==> config.mk <==
export PLATFORM = sky130hd
export DESIGN_NAME = uart_rx
export DESIGN_NICKNAME = d
export VERILOG_FILES = /design/src/rtl/uart_rx.sv
export SDC_FILE = /design/constraint.sdc
export NUM_CORES = 1
export LEC_CHECK = 0
export ABC_AREA = 0
export BUFFER_PORTS_ARGS = -buffer_cell sky130_fd_sc_hd__buf_4
export CAP_MARGIN = 20
export CELL_PAD_IN_SITES_DETAIL_PLACEMENT = 2
export CELL_PAD_IN_SITES_GLOBAL_PLACEMENT = 2
export CORE_MARGIN = 1.5
export CORE_UTILIZATION = 38
export CTS_CLUSTER_DIAMETER = 120
export DETAILED_ROUTE_END_ITERATION = 12
export PLACE_DENSITY = 0.89
export SYNTH_ARGS = -nofsm -noshare
export SYNTH_HDL_FRONTEND = slang
export SYNTH_SLANG_ARGS = --single-unit
==> constraint.sdc <==
create_clock -name osc_clk -period 3 [get_ports osc_clk]
set_input_delay 0.45 -clock osc_clk [delete_from_list [all_inputs] [get_ports osc_clk]]
set_output_delay 0.45 -clock osc_clk [all_outputs]
set_load 0.01 [all_outputs]
==> src/rtl/uart_rx.sv <==
// uart_rx: UART receiver, 8N1 by default, deserialising uart_rxd into bytes.
// The received byte is offered on a one-entry valid/ready holding register.
//
// Configuration macro: UART_RX_PARITY_EN
//   undefined - 8N1 frames, no rx_parity_err port
//   defined   - 8E1 frames: a PARITY state sits between DATA and STOP, and
//               rx_parity_err is added
//
// Ports:
//   osc_clk       clock
//   osc_reset     asynchronous active-high reset
//   uart_rxd      serial line, idle high, asynchronous to osc_clk
//   rx_valid      rx_data holds an unconsumed byte
//   rx_ready      consumer accepts the byte when rx_valid && rx_ready
//   rx_data       received byte
//   rx_frame_err  one-cycle pulse: stop bit sampled low
//   rx_overrun    one-cycle pulse: byte dropped because the holding register was full
//   rx_parity_err one-cycle pulse: even-parity mismatch (UART_RX_PARITY_EN only)
//   rx_busy       high whenever the receiver is not idle
module uart_rx #(
    parameter int unsigned CLK_DIV = 217  // osc_clk cycles per bit, >= 4
) (
    input  logic       osc_clk,
    input  logic       osc_reset,
    input  logic       uart_rxd,
    output logic       rx_valid,
    input  logic       rx_ready,
    output logic [7:0] rx_data,
    output logic       rx_frame_err,
    output logic       rx_overrun,
`ifdef UART_RX_PARITY_EN
    output logic       rx_parity_err,
`endif
    output logic       rx_busy
);

    localparam int unsigned CntW = $clog2(CLK_DIV);
    localparam logic [CntW-1:0] CntBit  = CntW'(CLK_DIV - 1);
    localparam logic [CntW-1:0] CntHalf = CntW'(CLK_DIV / 2 - 1);

    typedef enum logic [2:0] {
        StIdle,
        StStart,
        StData,
`ifdef UART_RX_PARITY_EN
        StParity,
`endif
        StStop,
        StBreak
    } state_e;

    state_e          state;
    logic            rxd_meta;
    logic            rxd_s;
    logic [CntW-1:0] cnt;
    logic [2:0]      idx;
    logic [7:0]      shreg;
    logic            deliver;  // stop bit accepted last cycle; shreg holds the byte
`ifdef UART_RX_PARITY_EN
    logic            par_bad;
`endif

    // State decode of a flop; no IDLE glitches.
    assign rx_busy = (state != StIdle);

    always_ff @(posedge osc_clk or posedge osc_reset) begin
        if (osc_reset) begin
            rxd_meta     <= 1'b1;
            rxd_s        <= 1'b1;
            state        <= StIdle;
            cnt          <= '0;
            idx          <= '0;
            shreg        <= '0;
            deliver      <= 1'b0;
            rx_valid     <= 1'b0;
            rx_data      <= '0;
            rx_frame_err <= 1'b0;
            rx_overrun   <= 1'b0;
`ifdef UART_RX_PARITY_EN
            rx_parity_err <= 1'b0;
            par_bad       <= 1'b0;
`endif
        end else begin
            rxd_meta     <= uart_rxd;
            rxd_s        <= rxd_meta;
            deliver      <= 1'b0;
            rx_frame_err <= 1'b0;
            rx_overrun   <= 1'b0;
`ifdef UART_RX_PARITY_EN
            rx_parity_err <= 1'b0;
`endif

            // Holding register: a coinciding delivery overrides the consume.
            if (rx_valid && rx_ready) begin
                rx_valid <= 1'b0;
            end
            if (deliver) begin
                if (!rx_valid || rx_ready) begin
                    rx_data  <= shreg;
                    rx_valid <= 1'b1;
                end else begin
                    rx_overrun <= 1'b1;
                end
            end

            case (state)
                StIdle: begin
                    if (!rxd_s) begin
                        cnt   <= CntHalf;
                        state <= StStart;
                    end
                end
                StStart: begin
                    if (cnt == '0) begin
                        if (!rxd_s) begin
                            cnt   <= CntBit;
                            idx   <= '0;
                            state <= StData;
                        end else begin
                            state <= StIdle;  // glitch shorter than half a bit
                        end
                    end else begin
                        cnt <= cnt - 1'b1;
                    end
                end
                StData: begin
                    if (cnt == '0) begin
                        shreg <= {rxd_s, shreg[7:1]};
                        cnt   <= CntBit;
                        idx   <= idx + 1'b1;
                        if (idx == 3'd7) begin
`ifdef UART_RX_PARITY_EN
                            state <= StParity;
`else
                            state <= StStop;
`endif
                        end
                    end else begin
                        cnt <= cnt - 1'b1;
                    end
                end
`ifdef UART_RX_PARITY_EN
                StParity: begin
                    if (cnt == '0) begin
                        par_bad <= (rxd_s != ^shreg);
                        cnt     <= CntBit;
                        state   <= StStop;
                    end else begin
                        cnt <= cnt - 1'b1;
                    end
                end
`endif
                StStop: begin
                    // Leaving at mid-stop-bit lets a start bit right after a
                    // one-bit stop be caught on its falling edge.
                    if (cnt == '0) begin
                        if (rxd_s) begin
`ifdef UART_RX_PARITY_EN
                            if (par_bad) begin
                                rx_parity_err <= 1'b1;
                            end else begin
                                deliver <= 1'b1;
                            end
`else
                            deliver <= 1'b1;
`endif
                            state <= StIdle;
                        end else begin
                            rx_frame_err <= 1'b1;
                            state        <= StBreak;
                        end
                    end else begin
                        cnt <= cnt - 1'b1;
                    end
                end
                StBreak: begin
                    // A line held low must not look like a stream of start bits.
                    if (rxd_s) begin
                        state <= StIdle;
                    end
                end
                default: state <= StIdle;
            endcase
        end
    end

endmodule
==> impl_metrics.py, run 1 <==
metrics = {
    "clock_network": {
        "cts_buffer_depth": 2,
        "clockRootBuffer": "clkbuf_8",
        "cts-buffers-inserted": 5,
        "cts_sinks": 36,
        "cts_resized": 0,
        "cts_hold_buffers": 0,
        "htree_num_levels": 2,
        "clkTransAtPathRegs_ps": 70,
        "post_cts_buffers": 0,
        "tritoncts": "done",
        "clk_latency_ps": 290,
    },
    "timing": {
        "tightest_slew_ps": 480,
        "drv_slew": 0,
        "rsz0062_at_grt": "no",
        "min_period_ps": 2400,
        "slew_headroom": 0.678,
        "setup_violations": 0,
        "hold_viol": 0,
        "fin_crit_sh": 0.799,
        "fin_skew_ps": 3.97,
        "fin_setup_tns_ps": 0,
        "fmax_mhz": 417,
    },
    "global_route": {
        "grt_pass1_wl_um": 6980,
        "grt_antenna_before_repair": 0,
        "grt.total_usage": 0.188,
        "grt-ovfl-total": 0,
        "grt_pass1_vias": 1362,
        "grt_max_degree": 37,
    },
    "placement": {
        "dp_hpwl_um": 2950,
        "gp_congestion": 0.794,
        "dpl_cell_area_um2": 1830,
        "placement.io_buffers": 15,
    },
    "yosys": {
        "ys_warn_count": 0,
        "synthCells": 148,
        "async_reset_ff_frac": 1.00,
        "ys.flop_type": "dfrtp_1",
        "syn-cell-area_um2": 1680,
        "syn_area_per_cell_um2": 11.3,
        "ys_seq_area_frac": 0.538,
        "yosys.cell_types.count": 39,
        "ys_ff_latch": 36,
        "synth-edff-count": 0,
        "synthesis.nets": 156,
    },
    "hold_path": {
        "hold_path_class": "input pin to flop",
        "hold_path_depth": 1,
        "min_from": "uart_rxd",
        "holdPathEnd": "rxd_meta",
    },
    "power": {
        "p_total_mw": 0.971,
        "ir_worst_vdd_uv": 227,
        "power.density_nw_per_um2": 496,
        "leakagePower_nw": 0.940,
    },
    "floorplan": {
        "dieHeight_um": 69.5,
        "rows": 23,
        "core_area_um2": 4120,
        "start_util": 0.408,
        "die_w_um": 69.5,
        "io_pins": 16,
        "dieArea_um2": 4830,
    },
    "worst_setup_path": {
        "worstPathRequired_ps": 3180,
        "worstReg2RegStart": "cnt[3]",
        "startpoint_type": "flop",
        "cp-end-kind": "flop",
        "worstRegToRegCells": 4,
        "rrSetupSlack_ps": 600,
        "r2r-end": "shreg[2]",
        "crit_arrival_ps": 2570,
        "path_class": "flop to flop",
        "crit_fanout": 9,
    },
    "layout": {
        "fin_area_um2": 1960,
        "antennaDiodeCount": 0,
        "drive_gt1_frac": 0.283,
        "area_growth_pct": 16.5,
        "fin_nets": 173,
        "final_cell_mix": "dfrtp_1, mux2_2, buf_4",
        "final_common_cell": "dfrtp_1",
        "nFillCells": 418,
    },
    "route": {
        "dr.first_iter.drc_count": 44,
        "finalWirelength_um": 4160,
        "drc_errors": 0,
        "wire_per_inst_um": 19.2,
        "dr.pass1.iters": 4,
        "num_vias": 1208,
        "via_per_inst": 5.59,
        "postRouteAntennaNets": 0,
    },
    "run_status": {
        "outcome": "finished clean",
    },
    "job": {
        "max-cap-violations": 0,
    },
}
registers in the layout (all words and copies together) (netlist names), 3 cells and up:
signal,count
cnt,8
shreg,8
idx,3
state,3
rx_data,8
area by class of cell:
type | count | area (µm²) | share of cell area
Sequential cell | 36 | 903 | 0.462
Multi-Input combinational cell | 99 | 718 | 0.367
Timing Repair Buffer | 16 | 120 | 0.0614
Clock buffer | 7 | 96.3 | 0.0492
Tap cell | 50 | 62.6 | 0.0320
Clock inverter | 1 | 30.0 | 0.0153
Inverter | 7 | 26.3 | 0.0134
metal layers:
layer  vias to the layer above  wire length (µm)  track usage
met2                        18              2280        0.334
met1                       619              1700        0.220
met3                         7               103       0.0349
met4                         0                72       0.0784
met5                         -                 0            0
li1                        564                 -            -
critical path, cell delays in order (launching register included):
cell and delay (ps):
dfrtp_1 440, or4_4 600, nor4_4 460, and3_1 400
mux2_2 380
metrics by stage:
| stage | worst slack, ps | util | hold WS (ps) | std cells |
|---|---|---|---|---|
| after detailed placement | 622 | 0.445 | 348 | 208 |
| after CTS | 590 | 0.476 | 250 | 216 |
| after global placement | 748 | 0.445 | 348 | 208 |
| final | 602 | 0.476 | 259 | 216 |
| after global routing | 458 | 0.476 | 246 | 216 |
| after floorplan | 892 | - | 345 | 148 |
logic make-up (layout without fill, tap and decap cells):
kind of cell	Yosys count	after routing	share of synthesized area
simple gates	45	45	0.145
buf+inv	13	31	0.0343
compound gates	30	30	0.122
xor+xnor	1	1	0.00522
flops	36	36	0.538
fa+ha+maj	4	4	0.0298
mux	19	19	0.126
report_power, final:
group          total, mW  switching, mW  internal (mW)
sequential         0.489        0.00117          0.488
combinational     0.0155         0.0116        0.00393
clock              0.467          0.174          0.293
worst max path at each step:
| stage | start | end | depth (start not counted) |
|---|---|---|---|
| finish | cnt[3] | shreg[2] | 4 |
| global route | cnt[3] | shreg[2] | 4 |
| CTS | cnt[3] | shreg[2] | 4 |
| detailed placement | cnt[3] | shreg[4] | 4 |
| global placement | cnt[3] | shreg[3] | 4 |
| floorplan | cnt[3] | shreg[0] | 5 |
synthesized netlist by cell type, drive strengths merged, types with 3 or more instances:
master / instances / area, µm²
dfrtp: 34 / 851
mux2: 17 / 191
nand2: 11 / 41.3
nor2: 11 / 41.3
a21oi: 10 / 50.1
inv: 7 / 26.3
ha: 4 / 50.1
nor3: 4 / 20.0
or3: 4 / 25.0
buf: 3 / 20.0
clkbuf: 3 / 11.3
nand2b: 3 / 18.8
nand3: 3 / 15.0
o21ai: 3 / 15.0
o22ai: 3 / 18.8
Power figures use the tool's default switching activity.
==> run 2, diff against run 1 <==
==> constraint.sdc (replaced) <==
create_clock -name osc_clk -period 2.3 [get_ports osc_clk]
set_input_delay 0.345 -clock osc_clk [delete_from_list [all_inputs] [get_ports osc_clk]]
set_output_delay 0.345 -clock osc_clk [all_outputs]
set_load 0.01 [all_outputs]
==> run 2 against run 1 <==
  * Clock skew up 2.4 ps
  * Hold slack worse by 100 ps
  * Highest routed layer unchanged
  * Sequential power up 30%
==> impl_metrics.py, run 2 (same netlist as run 1, synthesis figures left out) <==
metrics = {
    "floorplan": {
        "core_area_um2": 4120,
        "rows": 23,
        "dieArea_um2": 4830,
        "io_pins": 16,
        "start_util": 0.408,
        "die_w_um": 69.5,
        "dieHeight_um": 69.5,
    },
    "worst_setup_path": {
        "rrSetupSlack_ps": 150,
        "crit_fanout": 9,
        "worstPathRequired_ps": 2480,
        "worstReg2RegStart": "cnt[3]",
        "critPathLaunch": "cnt[3]",
        "crit_arrival_ps": 2330,
        "worstRegToRegCells": 6,
        "r2r-end": "cnt[6]",
        "cp-end-kind": "flop",
        "path_class": "flop to flop",
        "startpoint_type": "flop",
    },
    "clock_network": {
        "cts_hold_buffers": 0,
        "cts_resized": 0,
        "cts_buffer_depth": 2,
        "cts_sinks": 36,
        "clockRootBuffer": "clkbuf_8",
        "htree_num_levels": 2,
        "tritoncts": "done",
        "clkTransAtPathRegs_ps": 70,
        "cts-buffers-inserted": 5,
        "clk_latency_ps": 290,
        "post_cts_buffers": 0,
    },
    "layout": {
        "final_cell_mix": "dfrtp_1, buf_4, mux2_2",
        "area_growth_pct": 17.7,
        "drive_gt1_frac": 0.326,
        "fin_area_um2": 1980,
        "final_common_cell": "dfrtp_1",
        "antennaDiodeCount": 0,
        "reg_top3": "cnt x8, rx_data x8, shreg x8",
        "fin_nets": 179,
    },
    "route": {
        "dr.first_iter.drc_count": 36,
        "via_per_inst": 5.66,
        "wire_per_inst_um": 19.8,
        "drc_errors": 0,
        "dr.pass1.iters": 4,
        "finalWirelength_um": 4390,
        "num_vias": 1256,
        "postRouteAntennaNets": 0,
    },
    "global_route": {
        "grt_pass1_wl_um": 7250,
        "grt_pass1_vias": 1368,
        "grt_max_degree": 37,
        "grt_antenna_before_repair": 0,
        "grt.total_usage": 0.195,
        "grt-ovfl-total": 0,
    },
    "power": {
        "leakagePower_nw": 0.954,
        "power.density_nw_per_um2": 570,
        "ir_worst_vdd_uv": 280,
    },
    "timing": {
        "fin_crit_sh": 0.933,
        "timing.hold.ws_ps": 159,
        "hold_viol": 0,
        "drv_slew": 0,
        "slew_headroom": 0.696,
        "min_period_ps": 2150,
        "fmax_mhz": 466,
        "rsz0062_at_grt": "no",
        "tightest_slew_ps": 457,
        "fin_skew_ps": 6.34,
        "fin_setup_tns_ps": 0,
        "setup_violations": 0,
    },
    "placement": {
        "gp_congestion": 0.852,
        "placement.io_buffers": 15,
        "dpl_cell_area_um2": 1880,
        "dp_hpwl_um": 3190,
    },
    "hold_path": {
        "hold_path_class": "input pin to asynchronous set/reset pin",
    },
    "job": {
        "max-cap-violations": 0,
    },
    "run_status": {
        "outcome": "finished clean",
    },
}
==> run 2: changes by cell type in the layout (fill, tap and decap cells not counted), sizes merged <==
cell,before,now
buf,16,22
clkbuf,7,6
clkinv,0,2
bufinv,1,0
==> run 2: critical path, stage by stage, from the launching register on <==
cell	delay, ps
dfrtp_1	450
or4_4	620
o31ai_1	280
a21o_2	260
buf_4	190
a21oi_1	60
o32a_1	170
==> run 2: per-layer routing <==
layer,track usage,part of all wire,vias up
li1,-,-,577
met1,0.226,0.41,655
met2,0.350,0.54,16
met3,0.0465,0.030,8
met4,0.0654,0.015,0
met5,0,0,-
==> run 2: power breakdown <==
group          switching (mW)  internal [mW]  leakage, nW
Combinational          0.0144        0.00513        0.438
Sequential            0.00203          0.636        0.465
Clock                   0.229          0.239       0.0510
Total                   0.246          0.880        0.954
==> run 2: final cells by class <==
cell class | instances | area, µm²
Tap cell | 50 | 62.6
Clock inverter | 2 | 10.0
Multi-Input combinational cell | 99 | 726
Inverter | 7 | 26.3
Clock buffer | 6 | 82.6
Sequential cell | 36 | 903
Timing Repair Buffer | 22 | 165
Fill cell | 418 | 2140
==> run 2: through the flow <==
stage | total power, mW | setup WS [ps] | utilization | cells
after floorplan | 0.660 | 192 | - | 148
after global placement | 0.670 | 180 | 0.456 | 214
after detailed placement | 0.671 | 85.0 | 0.456 | 214
after CTS | 1.14 | 37.3 | 0.478 | 222
after global routing | 1.17 | 40.6 | 0.480 | 222
final | 1.13 | 153 | 0.480 | 222
==> run 2: worst max-delay path by stage <==
| stage | end | slack [ps] | depth (start not counted) |
|---|---|---|---|
| global placement | shreg[2] | 180 | 4 |
| global route | idx[1] | 40 | 6 |
| floorplan | shreg[0] | 190 | 5 |
| CTS | cnt[6] | 40 | 6 |
| finish | cnt[6] | 150 | 6 |
| detailed placement | shreg[4] | 80 | 4 |
==> run 3, diff against run 2 <==
--- a/config.mk
+++ b/config.mk
@@ -6,7 +6,7 @@
 export NUM_CORES = 1
 export LEC_CHECK = 0
 export ABC_AREA = 0
-export BUFFER_PORTS_ARGS = -buffer_cell sky130_fd_sc_hd__buf_4
+export BUFFER_PORTS_ARGS = -buffer_cell sky130_fd_sc_hd__buf_2
 export CAP_MARGIN = 20
 export CELL_PAD_IN_SITES_DETAIL_PLACEMENT = 2
 export CELL_PAD_IN_SITES_GLOBAL_PLACEMENT = 2
@@ -18,3 +18,4 @@
 export SYNTH_ARGS = -nofsm -noshare
 export SYNTH_HDL_FRONTEND = slang
 export SYNTH_SLANG_ARGS = --single-unit
+export TNS_END_PERCENT = 5
==> run 3 against run 2 <==
  * Critical path depth fell by 2
  * Hold slack got worse by 4.4 ps
  * Critical path type unchanged
  * Fmax down 2.7%
  * Sequential cell count stayed put
==> impl_metrics.py, run 3 (same netlist as run 1, synthesis figures left out) <==
metrics = {
    "hold_path": {
        "hold_path_class": "input pin to flop",
        "min_from": "uart_rxd",
        "holdPathEnd": "rxd_meta",
        "hold_path_depth": 1,
    },
    "timing": {
        "setup_violations": 0,
        "slew_headroom": 0.669,
        "drv_slew": 0,
        "fin_skew_ps": 6.73,
        "timing.final.ws_setup_ps": 92.9,
        "fmax_mhz": 453,
        "tightest_slew_ps": 497,
        "fin_crit_sh": 0.960,
        "hold_viol": 0,
        "min_period_ps": 2210,
    },
    "worst_setup_path": {
        "cp_slowest_stage_delay_ps": 610,
        "startpoint_type": "flop",
        "critPathTopFamily": "simple AND/OR/NAND/NOR gates",
        "path_depth": 4,
        "worstPathCellList": "or4_4 > nor4_4 > and3_2 > mux2_2",
        "crit_arrival_ps": 2380,
        "rrSetupSlack_ps": 90,
        "crit_slowest_cell": "or4_4",
        "worstPathRequired_ps": 2470,
        "crit_fanout": 7,
        "r2r-end": "shreg[7]",
        "critPathBufInv": 0,
        "worstReg2RegStart": "cnt[3]",
        "cp-end-kind": "flop",
        "worstRegToRegCells": 4,
        "path_class": "flop to flop",
    },
    "route": {
        "via_per_inst": 5.58,
        "postRouteAntennaNets": 0,
        "dr.pass1.iters": 5,
        "dr.first_iter.drc_count": 53,
        "finalWirelength_um": 4250,
        "wire_per_inst_um": 19.2,
        "drc_errors": 0,
        "num_vias": 1234,
    },
    "floorplan": {
        "io_pins": 16,
        "dieArea_um2": 4830,
        "dieHeight_um": 69.5,
        "start_util": 0.408,
        "core_area_um2": 4120,
        "die_w_um": 69.5,
        "rows": 23,
    },
    "clock_network": {
        "cts_hold_buffers": 0,
        "clockRootBuffer": "clkbuf_8",
        "cts-buffers-inserted": 5,
        "tritoncts": "done",
        "htree_num_levels": 2,
        "clk_latency_ps": 290,
        "cts_sinks": 36,
        "post_cts_buffers": 0,
        "cts_buffer_depth": 2,
        "clkTransAtPathRegs_ps": 70,
    },
    "placement": {
        "dp_slack_ps": 39.1,
        "dp_hpwl_um": 3210,
        "gp_congestion": 0.925,
        "placement.io_buffers": 15,
    },
    "power": {
        "p_total_mw": 1.10,
        "leakagePower_nw": 0.947,
        "power.density_nw_per_um2": 571,
        "ir_worst_vdd_uv": 295,
    },
    "global_route": {
        "grt_max_degree": 37,
        "grt_antenna_before_repair": 0,
        "grt_pass1_vias": 1365,
        "grt-ovfl-total": 0,
        "grt.total_usage": 0.189,
        "grt_pass1_wl_um": 7020,
    },
    "layout": {
        "final_cell_mix": "dfrtp_1, mux2_2, buf_2",
        "nFillCells": 427,
        "antennaDiodeCount": 0,
        "fin_nets": 178,
        "final_common_cell": "dfrtp_1",
        "drive_gt1_frac": 0.310,
        "reg_top3": "cnt x8, rx_data x8, shreg x8",
        "final_core_util": 0.466,
        "area_growth_pct": 14.3,
    },
    "run_status": {
        "outcome": "finished clean",
    },
    "job": {
        "max-cap-violations": 0,
    },
}
==> run 3: cell types whose count changed in the layout (fill, tap and decap cells not counted), sizes merged <==
| cell | delta |
|---|---|
| clkbuf | -1 |
| buf | -1 |
| clkinv | +1 |
==> run 3: layer usage <==
metal,share of wire,global-route usage
met3,0.029,0.0422
met4,0.016,0.0610
met2,0.56,0.359
met5,0,0
met1,0.39,0.206
==> run 3: how the worst max path moves through the flow <==
stage,slack [ps],endpoint,start
floorplan,190,shreg[0],cnt[3]
global placement,190,shreg[2],cnt[3]
detailed placement,40,shreg[7],cnt[3]
CTS,20,shreg[7],cnt[3]
global route,-5,idx[0],cnt[3]
finish,90,shreg[7],cnt[3]
==> run 3: report_power, final <==
| part | total, mW | switching (mW) | internal (mW) |
|---|---|---|---|
| clock | 0.440 | 0.229 | 0.211 |
| combinational | 0.0185 | 0.0148 | 0.00374 |
| sequential | 0.638 | 0.00182 | 0.636 |
==> run 3: final cells by class <==
cell class,instances,area [µm²],area share
Sequential cell,36,903,0.471
Multi-Input combinational cell,99,719,0.375
Timing Repair Buffer,21,120,0.0626
Clock buffer,5,68.8,0.0359
Tap cell,50,62.6,0.0326
Inverter,7,26.3,0.0137
Clock inverter,3,18.8,0.00978
==> run 3: through the flow <==
| stage | instance area [µm²] | hold slack [ps] | TNS, ps | instances |
|---|---|---|---|---|
| 2_1_floorplan | 1680 | 345 | 0 | 148 |
| 3_3_place_gp | 1830 | 347 | 0 | 213 |
| 3_5_place_dp | 1830 | 349 | 0 | 213 |
| 4_1_cts | 1920 | 150 | 0 | 221 |
| 5_1_grt | 1920 | 143 | -4.66 | 221 |
| 6_report | 1920 | 154 | 0 | 221 |
==> run 3: timing repair <==
| action | in CTS | in global routing |
|---|---|---|
| gates resized for setup | 0 | 1 |
| setup endpoints to repair | 0 | 6 |
| hold endpoints to repair | 0 | 0 |
